[config.mk]
export PLATFORM = sky130hd
export DESIGN_NAME = mc51_mem_arb
export DESIGN_NICKNAME = d
export VERILOG_FILES = /design/src/rtl/mc51_pkg.sv /design/src/rtl/mc51_wait_timer.sv /design/src/rtl/mc51_mem_arb.sv
export SDC_FILE = /design/constraint.sdc
export NUM_CORES = 1
export LEC_CHECK = 0
export ABC_AREA = 1
export BUFFER_PORTS_ARGS = -buffer_cell sky130_fd_sc_hd__buf_4
export CORE_ASPECT_RATIO = 0.9
export CORE_MARGIN = 8
export CORE_UTILIZATION = 44
export CTS_CLUSTER_DIAMETER = 150
export DETAILED_ROUTE_END_ITERATION = 10
export PLACE_DENSITY_LB_ADDON = 0.08
export SLEW_MARGIN = 20
export SYNTH_ARGS = -nofsm -noshare
export SYNTH_HDL_FRONTEND = slang
export SYNTH_SLANG_ARGS = --single-unit
export TNS_END_PERCENT = 30
[constraint.sdc]
create_clock -name clk -period 1.7 [get_ports clk]
set_input_delay 0.17 -clock clk [delete_from_list [all_inputs] [get_ports clk]]
set_output_delay 0.17 -clock clk [all_outputs]
set_load 0.1 [all_outputs]
[src/rtl/mc51_pkg.sv]
`default_nettype none
// ============================================================================
// mc51_pkg : shared types, constants and CPU strobe decode for mc51_mem_arb
// Revision : 1.0
// ============================================================================
package mc51_pkg;

    typedef enum logic [1:0] {
        IDLE    = 2'd0,
        CPU_ACC = 2'd1,
        DBG_ACC = 2'd2,
        RSP     = 2'd3
    } arb_state_t;

    typedef enum logic {
        OWNER_CPU = 1'b0,
        OWNER_DBG = 1'b1
    } owner_t;

    localparam int unsigned WAIT_MAX_DEFAULT  = 15;
    localparam logic [7:0]  ERR_RDATA_DEFAULT = 8'hFF;

    typedef struct packed {
        logic rd;
        logic we;
        logic prg;
        logic conflict;
    } cpu_cmd_t;

    // Write outranks program read, which outranks data read.
    function automatic cpu_cmd_t cpu_decode(input logic psen_n, input logic rd_n, input logic we_n);
        cpu_cmd_t cmd;
        cmd.we       = ~we_n;
        cmd.prg      = we_n & ~psen_n;
        cmd.rd       = we_n & (~psen_n | ~rd_n);
        cmd.conflict = (~psen_n & ~rd_n) | (~psen_n & ~we_n) | (~rd_n & ~we_n);
        return cmd;
    endfunction

endpackage
`default_nettype wire

[src/rtl/mc51_wait_timer.sv]
`default_nettype none
// ============================================================================
// mc51_wait_timer : counts unacknowledged access cycles, flags the limit cycle
// Revision : 1.0
// ============================================================================
module mc51_wait_timer #(
    parameter int unsigned WIDTH = 8
) (
    input  logic             clk,
    input  logic             reset_n,
    input  logic             clr,
    input  logic             en,
    input  logic [WIDTH-1:0] limit,
    output logic             expired
);

    logic [WIDTH-1:0] count_q;
    logic [WIDTH-1:0] count_d;

    always_comb begin
        count_d = count_q;
        if (clr) begin
            count_d = '0;
        end else if (en) begin
            count_d = count_q + WIDTH'(1);
        end
    end

    // Fires on the limit-th enabled cycle after a clear.
    assign expired = en & ~clr & (count_q == limit - WIDTH'(1));

    always_ff @(posedge clk or negedge reset_n) begin
        if (!reset_n) begin
            count_q <= '0;
        end else begin
            count_q <= count_d;
        end
    end

endmodule
`default_nettype wire

[src/rtl/mc51_mem_arb.sv]
`default_nettype none
// ============================================================================
// mc51_mem_arb : arbitrates CPU and debug accesses onto one memory port
// Revision : 1.0
// ============================================================================
module mc51_mem_arb
    import mc51_pkg::*;
#(
    parameter int unsigned WAIT_MAX  = WAIT_MAX_DEFAULT,
    parameter logic [7:0]  ERR_RDATA = ERR_RDATA_DEFAULT
) (
    input  logic        clk,
    input  logic        reset_n,
    input  logic        i_cpu_psen_n,
    input  logic        i_cpu_rd_n,
    input  logic        i_cpu_we_n,
    input  logic [15:0] i_cpu_addr,
    input  logic [7:0]  i_cpu_wdata,
    output logic [7:0]  o_cpu_rdata,
    output logic        o_cpu_data_rdy,
    input  logic        i_dbg_req,
    input  logic        i_dbg_we,
    input  logic        i_dbg_prg,
    input  logic [15:0] i_dbg_addr,
    input  logic [7:0]  i_dbg_wdata,
    output logic        o_dbg_gnt,
    output logic [7:0]  o_dbg_rdata,
    output logic        o_dbg_done,
    output logic [15:0] o_mem_addr,
    output logic [7:0]  o_mem_wdata,
    output logic        o_mem_rd,
    output logic        o_mem_we,
    output logic        o_mem_prg,
    input  logic [7:0]  i_mem_rdata,
    input  logic        i_mem_ack,
    output logic        o_bus_err
);

    localparam logic [7:0] c_wait_limit = 8'(WAIT_MAX);

    arb_state_t  state_q,      state_d;
    owner_t      last_owner_q, last_owner_d;
    logic [15:0] mem_addr_q,   mem_addr_d;
    logic [7:0]  mem_wdata_q,  mem_wdata_d;
    logic        mem_rd_q,     mem_rd_d;
    logic        mem_we_q,     mem_we_d;
    logic        mem_prg_q,    mem_prg_d;
    logic [7:0]  cpu_rdata_q,  cpu_rdata_d;
    logic [7:0]  dbg_rdata_q,  dbg_rdata_d;
    logic        cpu_rdy_q,    cpu_rdy_d;
    logic        dbg_done_q,   dbg_done_d;
    logic        dbg_gnt_q,    dbg_gnt_d;
    logic        bus_err_q,    bus_err_d;

    cpu_cmd_t    w_cpu_cmd;
    logic        w_cpu_req;
    logic        w_cpu_wins;
    logic [7:0]  w_rdata;
    logic        w_timer_clr;
    logic        w_timer_en;
    logic        w_timer_expired;

    assign w_cpu_cmd  = cpu_decode(i_cpu_psen_n, i_cpu_rd_n, i_cpu_we_n);
    assign w_cpu_req  = ~i_cpu_psen_n | ~i_cpu_rd_n | ~i_cpu_we_n;
    // On a tie the requester that was not served last takes the bus.
    assign w_cpu_wins = w_cpu_req & (~i_dbg_req | (last_owner_q == OWNER_DBG));

    always_comb begin
        state_d      = state_q;
        last_owner_d = last_owner_q;
        mem_addr_d   = mem_addr_q;
        mem_wdata_d  = mem_wdata_q;
        mem_rd_d     = mem_rd_q;
        mem_we_d     = mem_we_q;
        mem_prg_d    = mem_prg_q;
        cpu_rdata_d  = cpu_rdata_q;
        dbg_rdata_d  = dbg_rdata_q;
        dbg_gnt_d    = dbg_gnt_q;
        cpu_rdy_d    = 1'b0;
        dbg_done_d   = 1'b0;
        bus_err_d    = 1'b0;
        w_rdata      = ERR_RDATA;
        w_timer_clr  = 1'b0;
        w_timer_en   = 1'b0;

        case (state_q)
            IDLE: begin
                if (w_cpu_wins) begin
                    state_d      = CPU_ACC;
                    last_owner_d = OWNER_CPU;
                    mem_addr_d   = i_cpu_addr;
                    mem_wdata_d  = i_cpu_wdata;
                    mem_rd_d     = w_cpu_cmd.rd;
                    mem_we_d     = w_cpu_cmd.we;
                    mem_prg_d    = w_cpu_cmd.prg;
                    bus_err_d    = w_cpu_cmd.conflict;
                    w_timer_clr  = 1'b1;
                end else if (i_dbg_req) begin
                    state_d      = DBG_ACC;
                    last_owner_d = OWNER_DBG;
                    mem_addr_d   = i_dbg_addr;
                    mem_wdata_d  = i_dbg_wdata;
                    mem_rd_d     = ~i_dbg_we;
                    mem_we_d     = i_dbg_we;
                    mem_prg_d    = i_dbg_prg;
                    dbg_gnt_d    = 1'b1;
                    w_timer_clr  = 1'b1;
                end
            end
            CPU_ACC, DBG_ACC: begin
                w_timer_en = ~i_mem_ack;
                // An ack landing on the limit cycle still counts as success.
                if (i_mem_ack || w_timer_expired) begin
                    state_d   = RSP;
                    mem_rd_d  = 1'b0;
                    mem_we_d  = 1'b0;
                    bus_err_d = ~i_mem_ack;
                    w_rdata   = i_mem_ack ? i_mem_rdata : ERR_RDATA;
                    if (state_q == CPU_ACC) begin
                        cpu_rdy_d = 1'b1;
                        if (mem_rd_q) begin
                            cpu_rdata_d = w_rdata;
                        end
                    end else begin
                        dbg_done_d = 1'b1;
                        if (mem_rd_q) begin
                            dbg_rdata_d = w_rdata;
                        end
                    end
                end
            end
            RSP: begin
                state_d   = IDLE;
                dbg_gnt_d = 1'b0;
            end
            default: begin
                state_d = IDLE;
            end
        endcase
    end

    always_ff @(posedge clk or negedge reset_n) begin
        if (!reset_n) begin
            state_q      <= IDLE;
            last_owner_q <= OWNER_DBG;
            mem_addr_q   <= '0;
            mem_wdata_q  <= '0;
            mem_rd_q     <= 1'b0;
            mem_we_q     <= 1'b0;
            mem_prg_q    <= 1'b0;
            cpu_rdata_q  <= 8'h00;
            dbg_rdata_q  <= 8'h00;
            cpu_rdy_q    <= 1'b0;
            dbg_done_q   <= 1'b0;
            dbg_gnt_q    <= 1'b0;
            bus_err_q    <= 1'b0;
        end else begin
            state_q      <= state_d;
            last_owner_q <= last_owner_d;
            mem_addr_q   <= mem_addr_d;
            mem_wdata_q  <= mem_wdata_d;
            mem_rd_q     <= mem_rd_d;
            mem_we_q     <= mem_we_d;
            mem_prg_q    <= mem_prg_d;
            cpu_rdata_q  <= cpu_rdata_d;
            dbg_rdata_q  <= dbg_rdata_d;
            cpu_rdy_q    <= cpu_rdy_d;
            dbg_done_q   <= dbg_done_d;
            dbg_gnt_q    <= dbg_gnt_d;
            bus_err_q    <= bus_err_d;
        end
    end

    mc51_wait_timer #(
        .WIDTH (8)
    ) u_wait_timer (
        .clk     (clk),
        .reset_n (reset_n),
        .clr     (w_timer_clr),
        .en      (w_timer_en),
        .limit   (c_wait_limit),
        .expired (w_timer_expired)
    );

    assign o_mem_addr     = mem_addr_q;
    assign o_mem_wdata    = mem_wdata_q;
    assign o_mem_rd       = mem_rd_q;
    assign o_mem_we       = mem_we_q;
    assign o_mem_prg      = mem_prg_q;
    assign o_cpu_rdata    = cpu_rdata_q;
    assign o_dbg_rdata    = dbg_rdata_q;
    assign o_cpu_data_rdy = cpu_rdy_q;
    assign o_dbg_done     = dbg_done_q;
    assign o_dbg_gnt      = dbg_gnt_q;
    assign o_bus_err      = bus_err_q;

endmodule
`default_nettype wire
# After elaboration in Yosys (flattened, before gate mapping)
# Index checks and enable logic that the tools add are counted.
# classes
n_mul	0
magnitude_cmp	0
shifts	0
muxes	37
addsub	1
n_reduce_logical	13
bitwise_logic	21
div	0
eq_ne	8
# op_table
operator	n
$mux W8	5
$mux W16	2
$mux W1	22
$add A8 B1 Y8 const B	1
$and A1 B1 Y1	8
$eq A8 B4 Y1 const B	1
$not A1 Y1	8
$pmux W1 S2	4
$reduce_and A4 Y1	2
$reduce_bool A2 Y1	4
$mux W2	3
$ne A2 B2 Y1 const B	3
$pmux W2 S3	1
$reduce_and A3 Y1	2
$or A1 B1 Y1	5
$eq A2 B2 Y1 const B	2
$reduce_and A2 Y1	2
$ne A3 B3 Y1 const B	1
$eq A2 B1 Y1 const B	1
$logic_not A2 Y1	1
$reduce_or A2 Y1	1
$logic_or A1 B1 Y1	1
# totals
regBits	58
input_bits	65
latchBits	0
mem_bits_ro	0
n_memories	0
elab_cells	94
mem_bits_rw	0

# Depth between registers and ports, before layout
# Gate-level depths: netlist (run 1).
# logic_depth
depth_word	12
depth_mapped	10

# Cells and area by module
# Synthesis (run 1) repeated with hierarchy kept, for this count alone.
# hier_totals
cells_unflattened	449
area_unflattened_um2	3264.4
# modules_own_cells
mod	instances	seq_area_each_um2	area_each_um2	cells_per_inst
mc51_mem_arb	1	1252.5	2583.7	342
mc51_wait_timer	1	200.2	680.7	107

# Worst setup path before layout (run 1)
# Ideal clock, no wire load.
# synth_path
path_kind	flip-flop to flip-flop
from	reg mem_rd_q, in the netlist o_mem_rd
to	reg dbg_rdata_q[0], in the netlist o_dbg_rdata[0]
setup_slack_ns	-0.144
setup_ns	0.122
synth_period_minus_slack_ns	1.844
t_arrival_ns	1.722
path_buffers	0
stages_incl_launch_ff	6
cell_sequence	dfrtp_1 > inv_1 > nor2_1 > nand3_4 > nand2_1 > nand2_1
# synth_between
elab_chain_cells	1
# synth_rtl
element	line	rtl
start: declaration	mc51_mem_arb.sv:45	logic mem_rd_q, mem_rd_d;
start signal: assignment	mc51_mem_arb.sv:162	mem_rd_q <= mem_rd_d;
$reduce_and A4 Y1 (no line)	--	
end signal: assignment	mc51_mem_arb.sv:166	dbg_rdata_q <= dbg_rdata_d;
end: declaration	mc51_mem_arb.sv:49	logic [7:0] dbg_rdata_q, dbg_rdata_d;
# Every way passes these cells.
# A chain may end at the register's enable or synchronous reset.

# Final worst setup path (run 1)
# layout_path
from	reg state_q[1]
to	reg dbg_rdata_q[4], in the netlist o_dbg_rdata[4]
# layout_between
elab_chain_cells	7
# layout_rtl
element	line	rtl
start: declaration	mc51_mem_arb.sv:41	arb_state_t state_q, state_d;
start signal: assignment	mc51_mem_arb.sv:158	state_q <= state_d;
$eq A2 B1 Y1, or another cell as far along	mc51_mem_arb.sv:86, mc51_mem_arb.sv:119	
$reduce_or A2 Y1 / $mux W1 (equally long branches)	mc51_mem_arb.sv:86	case (state_q)
$mux W1 / $not A1 Y1 (equally long branches)	mc51_mem_arb.sv:86, mc51_wait_timer.sv:30	
$and A1 B1 Y1 (2 in a row)	mc51_wait_timer.sv:30	assign expired = en & ~clr & (count_q == limit - WIDTH'(1));
$logic_or A1 B1 Y1	mc51_mem_arb.sv:113	if (i_mem_ack || w_timer_expired) begin
$reduce_and A4 Y1 (no line) (*)	--	
# Every way passes the cells marked *; elsewhere a longest branch is shown, timed or not.

==> results of run 1 <==
final cells by class:
| class | count | area (um^2) |
|---|---|---|
| inverters | 29 | 111.4 |
| well taps | 90 | 112.6 |
| repair buffers | 128 | 1026 |
| fillers | 563 | 2202 |
| clock buffers | 12 | 155.1 |
| clock inverters | 4 | 73.82 |
| multi-input cells | 241 | 1276 |
| flip-flops and latches | 58 | 1454 |
per-layer routing:
metal	vias to the layer above	share of wire [%]	GRT usage [%]
li1	1367	-	-
met4	0	1.1	6.038
met2	79	44	25.41
met5	-	0	0
met3	8	9.3	7.121
met1	1218	46	22.12
state kept, by name, indices dropped and copies added (netlist names), 2 cells and up:
register / cells
o_cpu_rdata: 8
state_q: 2
o_mem_addr: 16
o_dbg_rdata: 8
o_mem_wdata: 8
u_wait_timer.count_q: 8
kinds of logic after synthesis:
kind of cell	count (synthesis)
AO/OA/AOI/OAI	53
flip-flops	58
adder cells (fa/ha/maj)	7
buffers and inverters	42
AND/OR/NAND/NOR	180
worst reg2reg max path, delay by kind of cell (launching register included):
family | cells | cell delay, ns
and+or+nand+nor | 5 | 0.57
buffers and inverters | 3 | 0.31
DFF | 1 | 0.36
adders and majority gates | 1 | 0.29
cells in the mapped netlist, drive strengths merged:
| cell | count |
|---|---|
| nor2 | 43 |
| a21o | 1 |
| nand3b | 1 |
| nand2 | 104 |
| nand3 | 12 |
| buf | 10 |
| dfstp | 1 |
| or2 | 2 |
| clkinv | 2 |
| a31oi | 25 |
| inv | 27 |
| a21oi | 9 |
| clkbuf | 3 |
| dfrtp | 57 |
| nor3b | 3 |
| ha | 7 |
| o21ai | 18 |
| nor3 | 4 |
| nand4 | 11 |
repair_timing:
action,in CTS,in global routing
setup buffers,0,5
hold buffers,1,0
setup endpoints to repair,0,25
endpoints found under the hold margin,57,0
resized for setup,0,9
stage by stage:
step	hold WS (ns)	instance area, um^2	instances	utilization [%]	TNS [ns]
floorplan	-0.1256	2856	340	-	0
global placement	0.1851	3870	539	60.36	0
detailed placement	0.1821	3870	539	60.36	0
CTS	0.09202	4109	556	64.09	0
global route	0.09416	4209	562	65.65	-0.004270
finish	0.1008	4209	562	65.65	0
final timing paths:
path	slack [ns]	startpoint	end
hold / removal	0.10	i_cpu_addr[14]	o_mem_addr[14]$_DFFE_PN0N_
hold reg to reg	0.47	o_mem_we$_DFFE_PN0P_	o_mem_we$_DFFE_PN0P_
setup / recovery	0.11	state_q[1]$_DFFE_PN0P_	o_dbg_rdata[4]$_DFFE_PN0P_
min in group asynchronous	0.37	reset_n	o_dbg_gnt$_DFFE_PN0P_
max in group asynchronous	1.03	reset_n	o_mem_rd$_DFFE_PN0P_
setup reg to reg	0.11	state_q[1]$_DFFE_PN0P_	o_dbg_rdata[4]$_DFFE_PN0P_
cells in the final DEF, fill, tap and decap left out, types with 2 or more instances in the layout:
cell type / Yosys / layout
nor2_1: 43 / 43
bufinv_16: 0 / 2
nand4_1: 10 / 10
a21oi_1: 9 / 9
buf_4: 0 / 122
inv_1: 26 / 26
ha_1: 7 / 6
a31oi_1: 25 / 25
nand2_1: 100 / 99
nand3_1: 10 / 9
nand3_2: 1 / 2
nand2_8: 0 / 2
buf_12: 0 / 5
o21ai_0: 9 / 9
nand2_4: 2 / 2
clkbuf_8: 0 / 11
or2_2: 2 / 2
o21ai_2: 8 / 8
nor3_1: 4 / 4
nand2_2: 2 / 2
nor3b_2: 0 / 2
dfrtp_1: 57 / 56
==> reports/metrics.yaml, run 1 <==
status: "completed"
io_buffers: 111
track_usage_pct: 17.22
clockBufferDepth: 2
slowest_delay_ns: 0.36
wire_per_inst_um: 13.73
synth_compound_area_share_pct: 11.54
hpwl_um: 5722
rsz0062_at_grt: "true"
synth_simple_gate_area_share_pct: 27.89
drive_gt1_share_pct: 35.81
ys_seq_area_share_pct: 50.92
dr.pass1.iters: 4
syn_to_final_growth_pct: 47.54
synth-seq-cells: 58
routed_wirelength_um: 7716
start_util_pct: 44.50
slowest_stage: "dfrtp_1"
required_ns: 1.97
antennaDiodeCount: 0
syn-instance-count: 340
slew_viol_final: 0
yosysTopAreaCellShare_pct: 50.00
startpoint_type: "register"
hold_path_depth: 3
clock-root-buffer: "clkbuf_8"
clkLatencyLatePin_ns: 0.33
clkSlewWorstSetupHoldPaths_ns: 0.07
synth.area.top_cells: "dfrtp_1, nand2_1, nor2_1, a31oi_1, inv_1"
ys_warn_count: 0
place_congestion: 0.8182
min_period_ns: 1.587
cp-end-kind: "register"
synthXorXnorAreaFrac_pct: 0
worst-path-max-fanout: 7
hold_viol: 0
die_x_um: 100.9
drc: 0
nets: 539
post_synth.cell_area_avg_um2: 8.390
fin_skew_ns: 0.008513
worst_slew_pin_slew_ns: 0.3608
via_per_inst: 4.754
vias: 2672
overflow: 0
pre_cts_slack_ns: 0.03444
htreeDepth: 3
synth_fa_ha_area_share_pct: 3.070
fmax_ghz: 0.6300
coreArea_um2: 6411
io_pins: 112
setup_viol: 0
hold_path.class: "input pin to register"
rows: 28
die_h_um: 92.39
synthMuxAreaShare_pct: 0
slew_headroom_pct: 75.80
syn_area_um2: 2853
grt_first_pass_wirelength_um: 12790
grt_pass1_vias: 2680
critPathBufInv: 3
r2r_cells: 9
drt-initial-drc-count: 98
clock-sinks: 58
ys_types: 30
cap_violations: 0
antenna_found_initial: 0
worst_slack_ns: 0.1127
synth_top_family_by_area: "simple AND/OR/NAND/NOR gates"
synth.net_count: 412
crit_type: "register to register"
dieArea_um2: 9320
synth_largest_area_cell: "dfrtp_1"
postRouteAntennaNets: 0
path_depth: 9
cpLargestDelayFamily: "simple AND/OR/NAND/NOR gates"
cts_made_buffers: 9
cts_tree: "yes"
grt_max_degree: 59
cp.arrival_ns: 1.86
cp_cell_sequence: "inv_1 > ha_4 > nand2_4 > inv_4 > nand4_4 > nand2_8 > buf_4 > nand4_1 > nand2_1"
post-route-period-util_pct: 93.37
Power of run 1 is not shown: default switching activity piles up to over one toggle a cycle in this logic, so the estimate is an artifact.
==> run 2: changes to the inputs <==
--- a/config.mk
+++ b/config.mk
@@ -13,6 +13,7 @@
 export CTS_CLUSTER_DIAMETER = 150
 export DETAILED_ROUTE_END_ITERATION = 10
 export PLACE_DENSITY_LB_ADDON = 0.08
+export RECOVER_POWER = 100
 export SLEW_MARGIN = 20
 export SYNTH_ARGS = -nofsm -noshare
 export SYNTH_HDL_FRONTEND = slang
==> run 2 against run 1 <==
Effect of this change: global-route usage stayed put; register-to-register slack about the same; maximum frequency barely moved; clock-buffer cell count unchanged; die area is the same; largest cell class unchanged; worst hold slack barely moved; flip-flop and latch count unchanged; final area decreased by 3.1%; non-clock buffer count is the same; via count fell by 0.15%; critical path depth stayed put.
==> reports/metrics.yaml, run 2 (synthesis gave the netlist of run 1 again) <==
status: "completed"
postRouteAntennaNets: 0
grt_pass1_vias: 2680
critPathBufInv: 3
clkSlewWorstSetupHoldPaths_ns: 0.07
hold_slack_ns: 0.1004
post-route-period-util_pct: 93.35
pre_cts_slack_ns: 0.03444
grt_first_pass_wirelength_um: 12790
nets: 539
worst-path-max-fanout: 7
drt-initial-drc-count: 77
via_per_inst: 4.747
hold_viol: 0
worst_slack_ns: 0.1131
layout_commonest_cell: "nand2_1"
dr.pass1.iters: 4
start_util_pct: 44.50
startpoint_type: "register"
fin_skew_ns: 0.009275
layout_common_cells: "nand2_1, buf_4, dfrtp_1"
cp_cell_sequence: "inv_1 > ha_4 > nand2_4 > inv_4 > nand4_4 > nand2_8 > buf_4 > nand4_1 > nand2_1"
syn_to_final_growth_pct: 42.98
hold_path.class: "input pin to register"
rows: 28
antenna_found_initial: 0
place_congestion: 0.8182
overflow: 0
htreeDepth: 3
io_buffers: 111
clock-sinks: 58
grt_max_degree: 59
cp.arrival_ns: 1.85
drive_gt1_share_pct: 35.81
worst_slew_pin_slew_ns: 0.7886
cp-end-kind: "register"
clock-root-buffer: "clkbuf_8"
numPlacedInstances: 539
cts_tree: "yes"
min_period_ns: 1.587
slowest_stage: "dfrtp_1"
clkLatencyLatePin_ns: 0.33
rsz0062_at_grt: "true"
die_x_um: 100.9
required_ns: 1.97
setup_viol: 0
slew_viol_final: 0
fillerInstances: 602
largest_reg_flops: 16
vias: 2668
wire_per_inst_um: 13.63
io_pins: 112
cap_violations: 0
drc: 0
clockBufferDepth: 2
slew_headroom_pct: 47.43
stdcell_count: 562
die_h_um: 92.39
fmax_ghz: 0.6302
cts_made_buffers: 9
coreArea_um2: 6411
track_usage_pct: 17.22
dieArea_um2: 9320
cpLargestDelayFamily: "simple AND/OR/NAND/NOR gates"
slowest_delay_ns: 0.36
crit_type: "register to register"
hpwl_um: 5722
routed_wirelength_um: 7662
antennaDiodeCount: 0
==> run 2: final cells by class <==
cell class | instances | area (um^2) | area share [%]
Timing Repair Buffer | 128 | 895.9 | 21.96
Tap cell | 90 | 112.6 | 2.761
Clock buffer | 12 | 155.1 | 3.804
Multi-Input combinational cell | 241 | 1276 | 31.29
Inverter | 29 | 111.4 | 2.730
Sequential cell | 58 | 1454 | 35.64
Clock inverter | 4 | 73.82 | 1.810
==> run 2: worst min-delay path, cell delays in order <==
cell and delay (ns):
buf_4 0.10, nand2_1 0.05, a31oi_1 0.07
==> run 2: routing by layer <==
| metal | up-vias | share of wire, % | global-route usage (%) |
|---|---|---|---|
| met3 | 8 | 9.0 | 7.121 |
| met5 | - | 0 | 0 |
| met1 | 1219 | 46 | 22.12 |
| li1 | 1366 | - | - |
| met2 | 75 | 44 | 25.41 |
| met4 | 0 | 1.1 | 6.038 |
==> run 2: timing repair <==
action,4_1_cts,5_1_grt
gates resized for setup,0,9
endpoints found under the hold margin,57,0
buffers inserted,0,5
setup endpoints to repair,0,25
hold buffers,1,0
==> run 2: path summary, 6_finish.rpt <==
path / end / cells after the start / slack, ns / from
worst min register to register: o_mem_we$_DFFE_PN0P_ / 2 / 0.47 / o_mem_we$_DFFE_PN0P_
worst max-delay path: o_dbg_rdata[4]$_DFFE_PN0P_ / 9 / 0.11 / state_q[1]$_DFFE_PN0P_
worst max register to register: o_dbg_rdata[4]$_DFFE_PN0P_ / 9 / 0.11 / state_q[1]$_DFFE_PN0P_
min in group asynchronous: o_dbg_gnt$_DFFE_PN0P_ / 3 / 0.59 / reset_n
worst min-delay path: o_mem_wdata[1]$_DFFE_PN0N_ / 3 / 0.10 / i_cpu_wdata[1]
max in group asynchronous: o_mem_rd$_DFFE_PN0P_ / 3 / 0.52 / reset_n
==> run 2: stage by stage <==
| step | TNS, ns | util, % | area (um^2) |
|---|---|---|---|
| finish | 0 | 63.62 | 4079 |
| global route | -0.004270 | 63.62 | 4079 |
| CTS | 0 | 64.09 | 4109 |
| detailed placement | 0 | 60.36 | 3870 |
| global placement | 0 | 60.36 | 3870 |
| floorplan | 0 | - | 2856 |
Power of run 2 is left out for the same reason.
